$ cat src/rtl/weightbank_ctrl.sv
// weightbank_ctrl: sequencer for the skewed N-bank weight memory.
// It streams a weight load into the banks row by row, runs read sweeps over
// the stored rows, and keeps each operation busy until the bank skew
// pipeline has drained.
// Ports:
//   clk, rst         clock and asynchronous active-low reset
//   load_start       request a load burst (sampled only in IDLE, wins a tie)
//   run_start        request a read sweep (sampled only in IDLE)
//   cfg_len_m1       row count minus one, latched on the accepted start
//   load_valid       a row is present on the bank data input
//   load_ready       row accepted this cycle (LOAD only)
//   run_hold         freeze read issue for this cycle (RUN only)
//   wraddr, wren     bank-0 write address / enable
//   rdaddr           bank-0 read address
//   rd_valid/rd_last bank-0 q holds a valid row / the final row of the sweep
//   busy             not IDLE
//   load_done        pulse on the last write-drain cycle
//   run_done         pulse on the last read-drain cycle
module weightbank_ctrl #(
  parameter int unsigned N     = 40,
  parameter int unsigned NADDR = 9,
  parameter int unsigned RDLAT = 1
) (
  input  logic             clk,
  input  logic             rst,
  input  logic             load_start,
  input  logic             run_start,
  input  logic [NADDR-1:0] cfg_len_m1,
  input  logic             load_valid,
  output logic             load_ready,
  input  logic             run_hold,
  output logic [NADDR-1:0] wraddr,
  output logic             wren,
  output logic [NADDR-1:0] rdaddr,
  output logic             rd_valid,
  output logic             rd_last,
  output logic             busy,
  output logic             load_done,
  output logic             run_done
);

  // Write drain covers the full skew; read drain also covers the RAM latency.
  localparam int unsigned WDRAIN_LEN = N;
  localparam int unsigned RDRAIN_LEN = N - 1 + RDLAT;
  localparam int unsigned DMAX       = (WDRAIN_LEN > RDRAIN_LEN) ? WDRAIN_LEN : RDRAIN_LEN;
  localparam int unsigned CW         = $clog2(DMAX + 1);

  typedef enum logic [2:0] {
    IDLE   = 3'd0,
    LOAD   = 3'd1,
    WDRAIN = 3'd2,
    RUN    = 3'd3,
    RDRAIN = 3'd4
  } state_t;

  state_t           state;
  state_t           state_nxt;
  logic [NADDR-1:0] len_r;
  logic [CW-1:0]    drain_cnt;
  logic [RDLAT-1:0] vld_sr;
  logic [RDLAT-1:0] last_sr;

  logic accept;
  logic issue;
  logic wr_at_last;
  logic rd_at_last;
  logic wdrain_end;
  logic rdrain_end;

  assign wr_at_last = (wraddr == len_r);
  assign rd_at_last = (rdaddr == len_r);
  assign wdrain_end = (drain_cnt == CW'(WDRAIN_LEN - 1));
  assign rdrain_end = (drain_cnt == CW'(RDRAIN_LEN - 1));
  assign wren       = load_valid & load_ready;

  // State register.
  always_ff @(posedge clk or negedge rst) begin
    if (!rst) state <= IDLE;
    else      state <= state_nxt;
  end

  // Next state and state-decoded controls.
  always_comb begin
    state_nxt  = state;
    accept     = 1'b0;
    issue      = 1'b0;
    load_ready = 1'b0;
    busy       = 1'b0;
    load_done  = 1'b0;
    run_done   = 1'b0;
    case (state)
      IDLE: begin
        if (load_start) begin
          accept    = 1'b1;
          state_nxt = LOAD;
        end else if (run_start) begin
          accept    = 1'b1;
          state_nxt = RUN;
        end
      end
      LOAD: begin
        busy       = 1'b1;
        load_ready = 1'b1;
        if (load_valid && wr_at_last) state_nxt = WDRAIN;
      end
      WDRAIN: begin
        busy = 1'b1;
        if (wdrain_end) begin
          load_done = 1'b1;
          state_nxt = IDLE;
        end
      end
      RUN: begin
        busy  = 1'b1;
        issue = ~run_hold;
        if (!run_hold && rd_at_last) state_nxt = RDRAIN;
      end
      RDRAIN: begin
        busy = 1'b1;
        if (rdrain_end) begin
          run_done  = 1'b1;
          state_nxt = IDLE;
        end
      end
      default: state_nxt = IDLE;
    endcase
  end

  // Length latch and address counters; counters stop at len_r, never wrap.
  always_ff @(posedge clk or negedge rst) begin
    if (!rst) begin
      len_r  <= '0;
      wraddr <= '0;
      rdaddr <= '0;
    end else if (accept) begin
      len_r  <= cfg_len_m1;
      wraddr <= '0;
      rdaddr <= '0;
    end else begin
      if (wren && !wr_at_last)  wraddr <= wraddr + NADDR'(1);
      if (issue && !rd_at_last) rdaddr <= rdaddr + NADDR'(1);
    end
  end

  // Drain counter runs only in the drain states and restarts at zero.
  always_ff @(posedge clk or negedge rst) begin
    if (!rst) begin
      drain_cnt <= '0;
    end else if (state == WDRAIN || state == RDRAIN) begin
      drain_cnt <= drain_cnt + CW'(1);
    end else begin
      drain_cnt <= '0;
    end
  end

  // Read-latency delay line aligning valid/last with bank-0 q.
  always_ff @(posedge clk or negedge rst) begin
    if (!rst) begin
      vld_sr  <= '0;
      last_sr <= '0;
    end else begin
      vld_sr[0]  <= issue;
      last_sr[0] <= issue & rd_at_last;
      for (int i = 1; i < int'(RDLAT); i++) begin
        vld_sr[i]  <= vld_sr[i-1];
        last_sr[i] <= last_sr[i-1];
      end
    end
  end

  assign rd_valid = vld_sr[RDLAT-1];
  assign rd_last  = last_sr[RDLAT-1];

endmodule

$ cat config.mk
export PLATFORM = sky130hd
export DESIGN_NAME = weightbank_ctrl
export DESIGN_NICKNAME = d
export VERILOG_FILES = /design/src/rtl/weightbank_ctrl.sv
export SDC_FILE = /design/constraint.sdc
export NUM_CORES = 1
export LEC_CHECK = 0
export ABC_AREA = 1
export CELL_PAD_IN_SITES_DETAIL_PLACEMENT = 0
export CELL_PAD_IN_SITES_GLOBAL_PLACEMENT = 1
export CORE_MARGIN = 5
export CORE_UTILIZATION = 35
export CTS_CLUSTER_SIZE = 30
export DETAILED_ROUTE_END_ITERATION = 8
export GPL_ROUTABILITY_DRIVEN = 0
export GPL_TIMING_DRIVEN = 0
export PLACE_DENSITY = 0.77
export SYNTH_ARGS = -nofsm -noshare
export SYNTH_HDL_FRONTEND = slang
export SYNTH_SLANG_ARGS = --single-unit
$ cat constraint.sdc
create_clock -name clk -period 1.5 [get_ports clk]
set_clock_uncertainty 0.2 [all_clocks]
set_input_delay 0.225 -clock clk [delete_from_list [all_inputs] [get_ports clk]]
set_output_delay 0.225 -clock clk [all_outputs]
set_load 0.03 [all_outputs]
==> implementation parameters, run 1 <==
Parameter                              Value

Route
  First-pass detailed-route iteration total    4
  Detailed Route WL    6.648 mm
  Routed vias/inst    4.823
  1st-iter DRT viols    76
  Number of routed nets with antenna violations    0
  Residual DRC count    0
  Average detailed-routed wire length per instance    14.55 um
  Total via count in the routed design    2204

Setup path
  Required time reported for the critical path endpoint    1.07 ns
  Series of cell instances along the critical path    ha_2, nand2_2, inv_2, nand4_1, nor2_2, buf_6
  Kind of start point of the critical path    flip-flop
  Highest-delay cell along the critical path    sky130_fd_sc_hd__dfrtp_1
  Start-to-end type of the worst setup path    flip-flop to output port
  Category of the worst setup path capture point    output port
  Reg2reg start    state[0]
  Crit. Startpoint    drain_cnt[1]
  Critical Path Fanout Max    3
  Largest stage delay, worst path    0.36 ns
  Arr. time, crit path    1.47 ns

Yosys
  Average size of a mapped cell    7.959 um^2
  Share of the yosys chip area belonging to registers    43.13%
  Distinct cell type count of the synthesized netlist    29
  Register bit count reported by yosys    38
  Instance count of the mapped netlist    277
  Netlist area before placement    2205 um^2
  Yosys warning count    0
  Syn nets    295

STA
  Max Clk Rate    0.5283 GHz
  Final hold violations    0
  Fin worst setup slack    -0.3930 ns
  Setup violations, final    36
  Final critical-path required period    1.893 ns
  Ratio of final minimum period to clock period    126.2%
  Pins Over Slew Limit    0
  Unrepaired setup endpoints after global routing    true
  Transition time at the pin with the least slew margin    0.4465 ns
  Worst hold margin    0.1995 ns
  Normalized max-slew margin    70.23%

GRT
  Pin count of the biggest net entering global routing    24
  Number of global-route vias before repair    2121
  Sum of overflow across all layers after global routing    0
  First-pass GRT wire length    10.34 mm
  Global routing usage summed across all routing layers    17.08%
  Antenna violations before repair    0

Floorplan
  Starting Density    35.32%
  Die Wd    89.37 um
  Die area    7986 um^2
  Die height    89.37 um
  Number of top-level pins    40
  Cell Rows    29
  Core Region    6241 um^2

Finish
  Most common cell after layout, fill and taps aside    sky130_fd_sc_hd__nand2_1
  Area added between synthesis and finish    69.24%
  Number of nets in the layout    398
  Number of fillers in the final layout    545
  Antenna Cells    0
  Core utilization of the finished layout    59.78%
  Share of post-route cells with drive strength above 1    51.32%
  Commonest cells after routing, fill and taps aside    sky130_fd_sc_hd__nand2_1, sky130_fd_sc_hd__buf_4, sky130_fd_sc_hd__buf_6

Placement
  Buffers on Ports    39
  Detailed Place HPWL    4.029 mm
  Placement-stage worst setup slack    -0.7018 ns

Run status
  Violations in the final reports    negative setup slack
  Run status    complete, but fails checks

Flow run
  Max-capacitance violation count    0

Clocking
  Clk Latency, worst-skew pair    0.30 ns
  Clock sinks    38
  Clock Tree Root    sky130_fd_sc_hd__clkbuf_8
  Register clock-pin slew on the reported worst setup and hold paths    0.08 ns
  Bufs on Longest Clock Path    2
  CTS tree    done
  Total number of H-tree levels    2
  Number of buffers added by the clock tree synthesis step    5

Power and ir drop
  Final Power    7058 uW
  Power density relative to cell area    1892 nW/um^2
  Leakage Power    0.001779 uW
  Max rail drop VDD    1.019 mV

Min path
  Type of the tightest min-delay check    input pin to async pin
## area by class of cell
| type | instances | area (um^2) | share of cell area [%] |
|---|---|---|---|
| inverter | 36 | 147.6 | 3.957 |
| timing repair buffer | 96 | 962.2 | 25.79 |
| sequential | 38 | 970.9 | 26.02 |
| multi-input combinational | 199 | 1408 | 37.73 |
| buffer | 4 | 70.07 | 1.878 |
| clock buffer | 7 | 76.32 | 2.046 |
| tap | 77 | 96.34 | 2.582 |
## where the power goes
part / switching [uW] / leakage (uW) / total (uW) / internal, uW
Sequential: 395 / 0.000482 / 1740 / 1350
Clock: 379 / 0.0000383 / 700 / 321
Combinational: 2340 / 0.00126 / 4610 / 2280
## cell usage after synthesis
| cell type | count | area share (%) |
|---|---|---|
| sky130_fd_sc_hd__buf_4 | 1 | 0.34 |
| sky130_fd_sc_hd__clkbuf_1 | 1 | 0.17 |
| sky130_fd_sc_hd__xnor2_1 | 11 | 4.4 |
| sky130_fd_sc_hd__buf_2 | 1 | 0.23 |
| sky130_fd_sc_hd__inv_2 | 7 | 1.2 |
| sky130_fd_sc_hd__nand2_1 | 69 | 12 |
| sky130_fd_sc_hd__nand2_2 | 6 | 1.7 |
| sky130_fd_sc_hd__o21ai_0 | 5 | 1.1 |
| sky130_fd_sc_hd__o21ai_2 | 6 | 2.4 |
| sky130_fd_sc_hd__inv_1 | 29 | 4.9 |
| sky130_fd_sc_hd__nor3_4 | 1 | 0.74 |
| sky130_fd_sc_hd__a21oi_1 | 4 | 0.91 |
| sky130_fd_sc_hd__ha_1 | 3 | 1.7 |
| sky130_fd_sc_hd__dfrtp_1 | 38 | 43 |
| sky130_fd_sc_hd__nor2_2 | 4 | 1.1 |
| sky130_fd_sc_hd__nor2_4 | 2 | 1.0 |
| sky130_fd_sc_hd__and3_1 | 1 | 0.28 |
| sky130_fd_sc_hd__nand4_1 | 7 | 2.0 |
| sky130_fd_sc_hd__buf_6 | 1 | 0.51 |
| sky130_fd_sc_hd__nand3_2 | 1 | 0.45 |
| sky130_fd_sc_hd__nor2_1 | 21 | 3.6 |
| sky130_fd_sc_hd__xor2_1 | 11 | 4.4 |
| sky130_fd_sc_hd__nand2_4 | 2 | 1.0 |
| sky130_fd_sc_hd__nand3_1 | 25 | 5.7 |
| sky130_fd_sc_hd__or2_2 | 1 | 0.28 |
| sky130_fd_sc_hd__or2_1 | 1 | 0.28 |
| sky130_fd_sc_hd__o21ai_1 | 12 | 2.7 |
| sky130_fd_sc_hd__a21boi_4 | 1 | 0.85 |
| sky130_fd_sc_hd__nor3_1 | 5 | 1.1 |
## final timing paths
path	end	slack, ns	cells past startpoint
setup / recovery	load_done	-0.39	6
hold / removal	wraddr[3]	0.20	2
setup reg to reg	wraddr[5]	-0.28	7
hold reg to reg	drain_cnt[0]	0.33	2
max in group asynchronous	rdaddr[4]	0.42	3
min in group clk	len_r[7]	0.28	3
## flip-flops by register name, indices dropped and copies added, names as in the netlist
register / count
drain_cnt: 6
len_r: 9
state: 3
rd_last: 1
rdaddr: 9
wraddr: 9
rd_valid: 1
## per-stage QoR
stage               instances  area (um^2)  setup TNS (ns)
floorplan                 277         2235          -4.518
global placement          393         2721          -55.60
detailed placement        394         2744          -15.69
CTS                       444         3466          -6.236
global route              457         3731          -11.13
finish                    457         3731          -7.520
## routing by layer
| metal | part of all wire (%) | up-vias | GRT usage [%] |
|---|---|---|---|
| li1 | - | 1089 | - |
| met1 | 43 | 1059 | 22.30 |
| met2 | 51 | 46 | 28.13 |
| met3 | 4.8 | 10 | 4.240 |
| met4 | 1.3 | 0 | 4.736 |
| met5 | 0 | - | 0 |
## critical path, delay by kind of cell, from the launching register on
kind | cells | cell delay [ns]
and+or+nand+nor | 3 | 0.43
DFF | 1 | 0.36
buffers and inverters | 2 | 0.21
adders and majority gates | 1 | 0.19
## repair_timing
item	4_1_cts	5_1_grt
hold buffers	1	0
gates cloned	4	0
pin swaps	21	29
endpoints found under the hold margin	15	0
setup endpoints to repair	55	49
resized for setup	154	95
setup buffers	38	17
## cell families after synthesis
logic type               count (synthesis)  share of synthesized area (%)
AND/OR/NAND/NOR                        146                          31.04
AO/OA/AOI/OAI                           28                          8.002
buffers and inverters                   40                          7.378
adder cells (fa/ha/maj)                  3                          1.703
XOR/XNOR                                22                          8.740
flip-flops                              38                          43.13
Power figures use the tool's default switching activity.
==> run 2, diff against run 1 <==
--- a/config.mk
+++ b/config.mk
@@ -5,7 +5,6 @@
 export SDC_FILE = /design/constraint.sdc
 export NUM_CORES = 1
 export LEC_CHECK = 0
-export ABC_AREA = 1
 export CELL_PAD_IN_SITES_DETAIL_PLACEMENT = 0
 export CELL_PAD_IN_SITES_GLOBAL_PLACEMENT = 1
 export CORE_MARGIN = 5
@@ -14,7 +13,7 @@
 export DETAILED_ROUTE_END_ITERATION = 8
 export GPL_ROUTABILITY_DRIVEN = 0
 export GPL_TIMING_DRIVEN = 0
-export PLACE_DENSITY = 0.77
+export PLACE_DENSITY = 0.76
 export SYNTH_ARGS = -nofsm -noshare
 export SYNTH_HDL_FRONTEND = slang
 export SYNTH_SLANG_ARGS = --single-unit
==> implementation parameters, run 2 <==
Parameter                              Value

Clocking
  Clk Latency, worst-skew pair    0.29 ns (was 0.30 ns)
  Clock sinks    38 (unchanged)
  Number of buffers added by the clock tree synthesis step    5 (unchanged)
  Register clock-pin slew on the reported worst setup and hold paths    0.08 ns (about the same)
  Bufs on Longest Clock Path    2 (unchanged)
  Total number of H-tree levels    2 (unchanged)
  Clock Tree Root    sky130_fd_sc_hd__clkbuf_8 (unchanged)
  CTS tree    done (unchanged)

Yosys
  Most common library cells after synthesis    sky130_fd_sc_hd__nand2_1, sky130_fd_sc_hd__dfrtp_1, sky130_fd_sc_hd__nor2_1 (was sky130_fd_sc_hd__nand2_1, sky130_fd_sc_hd__dfrtp_1, sky130_fd_sc_hd__inv_1)
  Syn nets    232 (was 295)
  Most used standard cell by instance count after synthesis    sky130_fd_sc_hd__nand2_1 (unchanged)
  Share of synthesized flip-flops with an asynchronous set or reset    100.0% (unchanged)
  Commonest register cell after synthesis    sky130_fd_sc_hd__dfrtp_1 (unchanged)
  Number of synthesized flops with an enable pin    0 (unchanged)
  Distinct cell type count of the synthesized netlist    43 (was 29)
  Netlist area before placement    2068 um^2 (was 2205 um^2)
  Cell taking the most area after synthesis    sky130_fd_sc_hd__dfrtp_1 (unchanged)
  Top-area cell type share of the netlist area    45.98% (was 43.13%)
  Average size of a mapped cell    9.665 um^2 (was 7.959 um^2)
  Register bit count reported by yosys    38 (unchanged)
  Instance count of the mapped netlist    214 (was 277)
  Yosys warning count    0 (unchanged)
  Dominant cells by area after synthesis    sky130_fd_sc_hd__dfrtp_1, sky130_fd_sc_hd__nand2_1, sky130_fd_sc_hd__xnor2_1, sky130_fd_sc_hd__xor2_1, sky130_fd_sc_hd__mux2i_1 (was sky130_fd_sc_hd__dfrtp_1, sky130_fd_sc_hd__nand2_1, sky130_fd_sc_hd__nand3_1, sky130_fd_sc_hd__inv_1, sky130_fd_sc_hd__xnor2_1)
  Share of the yosys chip area belonging to registers    45.98% (was 43.13%)

GRT
  Global routing usage summed across all routing layers    15.90% (was 17.08%)
  Antenna violations before repair    0 (unchanged)
  Sum of overflow across all layers after global routing    0 (unchanged)
  Number of global-route vias before repair    1962 (was 2121)
  First-pass GRT wire length    9.411 mm (was 10.34 mm)
  Pin count of the biggest net entering global routing    39 (was 24)

Flow run
  Max-capacitance violation count    0 (unchanged)

Run status
  Violations in the final reports    negative setup slack (unchanged)
  Run status    complete, but fails checks (unchanged)

Placement
  Buffers on Ports    39 (unchanged)
  Detailed Place HPWL    3.633 mm (was 4.029 mm)

Floorplan
  Die Wd    86.87 um (was 89.37 um)
  Cell Rows    28 (was 29)
  Starting Density    35.56% (was 35.32%)
  Die height    86.87 um (was 89.37 um)
  Core Region    5816 um^2 (was 6241 um^2)
  Number of top-level pins    40 (unchanged)
  Die area    7546 um^2 (was 7986 um^2)

Route
  Average detailed-routed wire length per instance    16.09 um (was 14.55 um)
  Detailed Route WL    6.115 mm (was 6.648 mm)
  Number of routed nets with antenna violations    0 (unchanged)
  Routed vias/inst    5.074 (was 4.823)
  1st-iter DRT viols    88 (was 76)
  First-pass detailed-route iteration total    4 (unchanged)
  Total via count in the routed design    1928 (was 2204)
  Residual DRC count    0 (unchanged)

STA
  Final hold violations    0 (unchanged)
  Worst hold margin    0.2744 ns (was 0.1995 ns)
  Fin worst setup slack    -0.5131 ns (was -0.3930 ns)
  Ratio of final minimum period to clock period    134.2% (was 126.2%)
  Unrepaired setup endpoints after global routing    true (unchanged)
  Pins Over Slew Limit    0 (unchanged)
  Setup violations, final    36 (unchanged)
  Total negative slack for setup checks    -10.67 ns (was -7.520 ns)
  Max Clk Rate    0.4967 GHz (was 0.5283 GHz)
  Normalized max-slew margin    63.71% (was 70.23%)
  Final critical-path required period    2.013 ns (was 1.893 ns)
  Transition time at the pin with the least slew margin    0.5443 ns (was 0.4465 ns)

Finish
  Largest registers in the final layout    len_r x9, rdaddr x9, wraddr x9 (unchanged)
  Commonest cells after routing, fill and taps aside    sky130_fd_sc_hd__buf_4, sky130_fd_sc_hd__nand2_1, sky130_fd_sc_hd__buf_6 (was sky130_fd_sc_hd__nand2_1, sky130_fd_sc_hd__buf_4, sky130_fd_sc_hd__buf_6)
  Flip-flop and latch area    975.9 um^2 (was 970.9 um^2)
  Area used by multi-input combinational logic    1386 um^2 (was 1408 um^2)
  Number of fillers in the final layout    503 (was 545)
  Antenna Cells    0 (unchanged)
  Number of nets in the layout    322 (was 398)
  Share of post-route cells with drive strength above 1    55.08% (was 51.32%)
  Area added between synthesis and finish    64.13% (was 69.24%)
  Most common cell after layout, fill and taps aside    sky130_fd_sc_hd__buf_4 (was sky130_fd_sc_hd__nand2_1)

Setup path
  Series of cell instances along the critical path    ha_4, nand4b_1, or3_4, nor2_4, buf_6 (was ha_2, nand2_2, inv_2, nand4_1, nor2_2, buf_6)
  Crit. Startpoint    drain_cnt[0] (was drain_cnt[1])
  Kind of start point of the critical path    flip-flop (unchanged)
  Critical Path Fanout Max    4 (was 3)
  Arr. time, crit path    1.59 ns (was 1.47 ns)
  Start-to-end type of the worst setup path    flip-flop to output port (unchanged)
  Cell count along the critical path    5 (was 6)
  Reg2reg start    rdaddr[1] (was state[0])
  Family with the most delay on the worst path    simple AND/OR/NAND/NOR gates (unchanged)
  Buffer and inverter count on the worst path    1 (was 2)
  Logic depth of the worst register-to-register path    5 (was 7)
  Highest-delay cell along the critical path    sky130_fd_sc_hd__dfrtp_1 (unchanged)
  Category of the worst setup path capture point    output port (unchanged)
  Largest stage delay, worst path    0.40 ns (was 0.36 ns)
  Required time reported for the critical path endpoint    1.07 ns (about the same)

Min path
  Hold path depth    3
  Hold path start    cfg_len_m1[0]
  Type of the tightest min-delay check    input pin to flip-flop (was input pin to async pin)

Power and ir drop
  Leakage Power    0.001493 uW (was 0.001779 uW)
  Max rail drop VDD    0.7245 mV (was 1.019 mV)
  Power density relative to cell area    1698 nW/um^2 (was 1892 nW/um^2)
  Final Power    5763 uW (was 7058 uW)
[run 2: worst min-delay path: cells and delay by family]
| family | cells | cell delay, ns |
|---|---|---|
| buffers and inverters | 1 | 0.41 |
| AND/OR/NAND/NOR | 2 | 0.10 |
[run 2: area by class of cell]
type / instances / share of cell area [%]
plain buffers: 6 / 1.806
clock buffers: 7 / 2.543
clock inverters: 1 / 0.1474
inverters: 8 / 0.8846
multi-input cells: 162 / 40.84
flip-flops and latches: 38 / 28.75
well taps: 75 / 2.764
repair buffers: 83 / 22.26
[run 2: through the flow]
| stage | setup WS (ns) | util [%] | std cells | cell area [um^2] |
|---|---|---|---|---|
| after floorplan | -0.4901 | - | 214 | 2158 |
| after global placement | -1.106 | 45.44 | 328 | 2643 |
| after detailed placement | -0.8208 | 45.35 | 328 | 2638 |
| after CTS | -0.5652 | 53.79 | 367 | 3128 |
| after global routing | -0.5820 | 58.37 | 380 | 3395 |
| final | -0.5131 | 58.37 | 380 | 3395 |
[run 2: what timing repair did]
action                                  4_1_cts  5_1_grt
endpoints found under the hold margin        38        0
cloned                                        2        1
hold buffers                                  1        0
resized for setup                           136       71
endpoints found under the setup margin       56       86
pin swaps                                    26       31
buffers inserted                             28       18
[run 2: layer usage]
layer	part of all wire, %	vias to the layer above	wire, um	track usage [%]
met4	1.4	0	84	5.099
met1	44	963	2673	19.88
met5	0	-	0	0
li1	-	927	-	-
met2	52	30	3206	27.81
met3	2.5	8	151	2.649
[run 2: worst paths after layout]
kind	endpoint	slack, ns
min reg2reg	rdaddr[8]	0.33
max in group asynchronous	len_r[3]	0.42
min in group asynchronous	rd_last	0.28
max	run_done	-0.51
max reg2reg	state[0]	-0.47
min	len_r[0]	0.27
[run 2: kinds of logic (layout without fill, tap and decap cells)]
logic type | count (synthesis) | count (layout) | synth area share (%)
simple gates | 98 | 98 | 24.38
flops | 38 | 38 | 45.98
compound gates | 30 | 31 | 11.49
xor+xnor | 24 | 24 | 10.16
buf+inv | 15 | 105 | 3.267
mux | 6 | 6 | 2.904
fa+ha+maj | 3 | 3 | 1.815
[run 2: power breakdown]
group	total (uW)	internal, uW	leakage (uW)	switching (uW)
Sequential	1740	1330	0.000472	406
Clock	740	371	0.0000482	369
Combinational	3290	1610	0.000973	1680
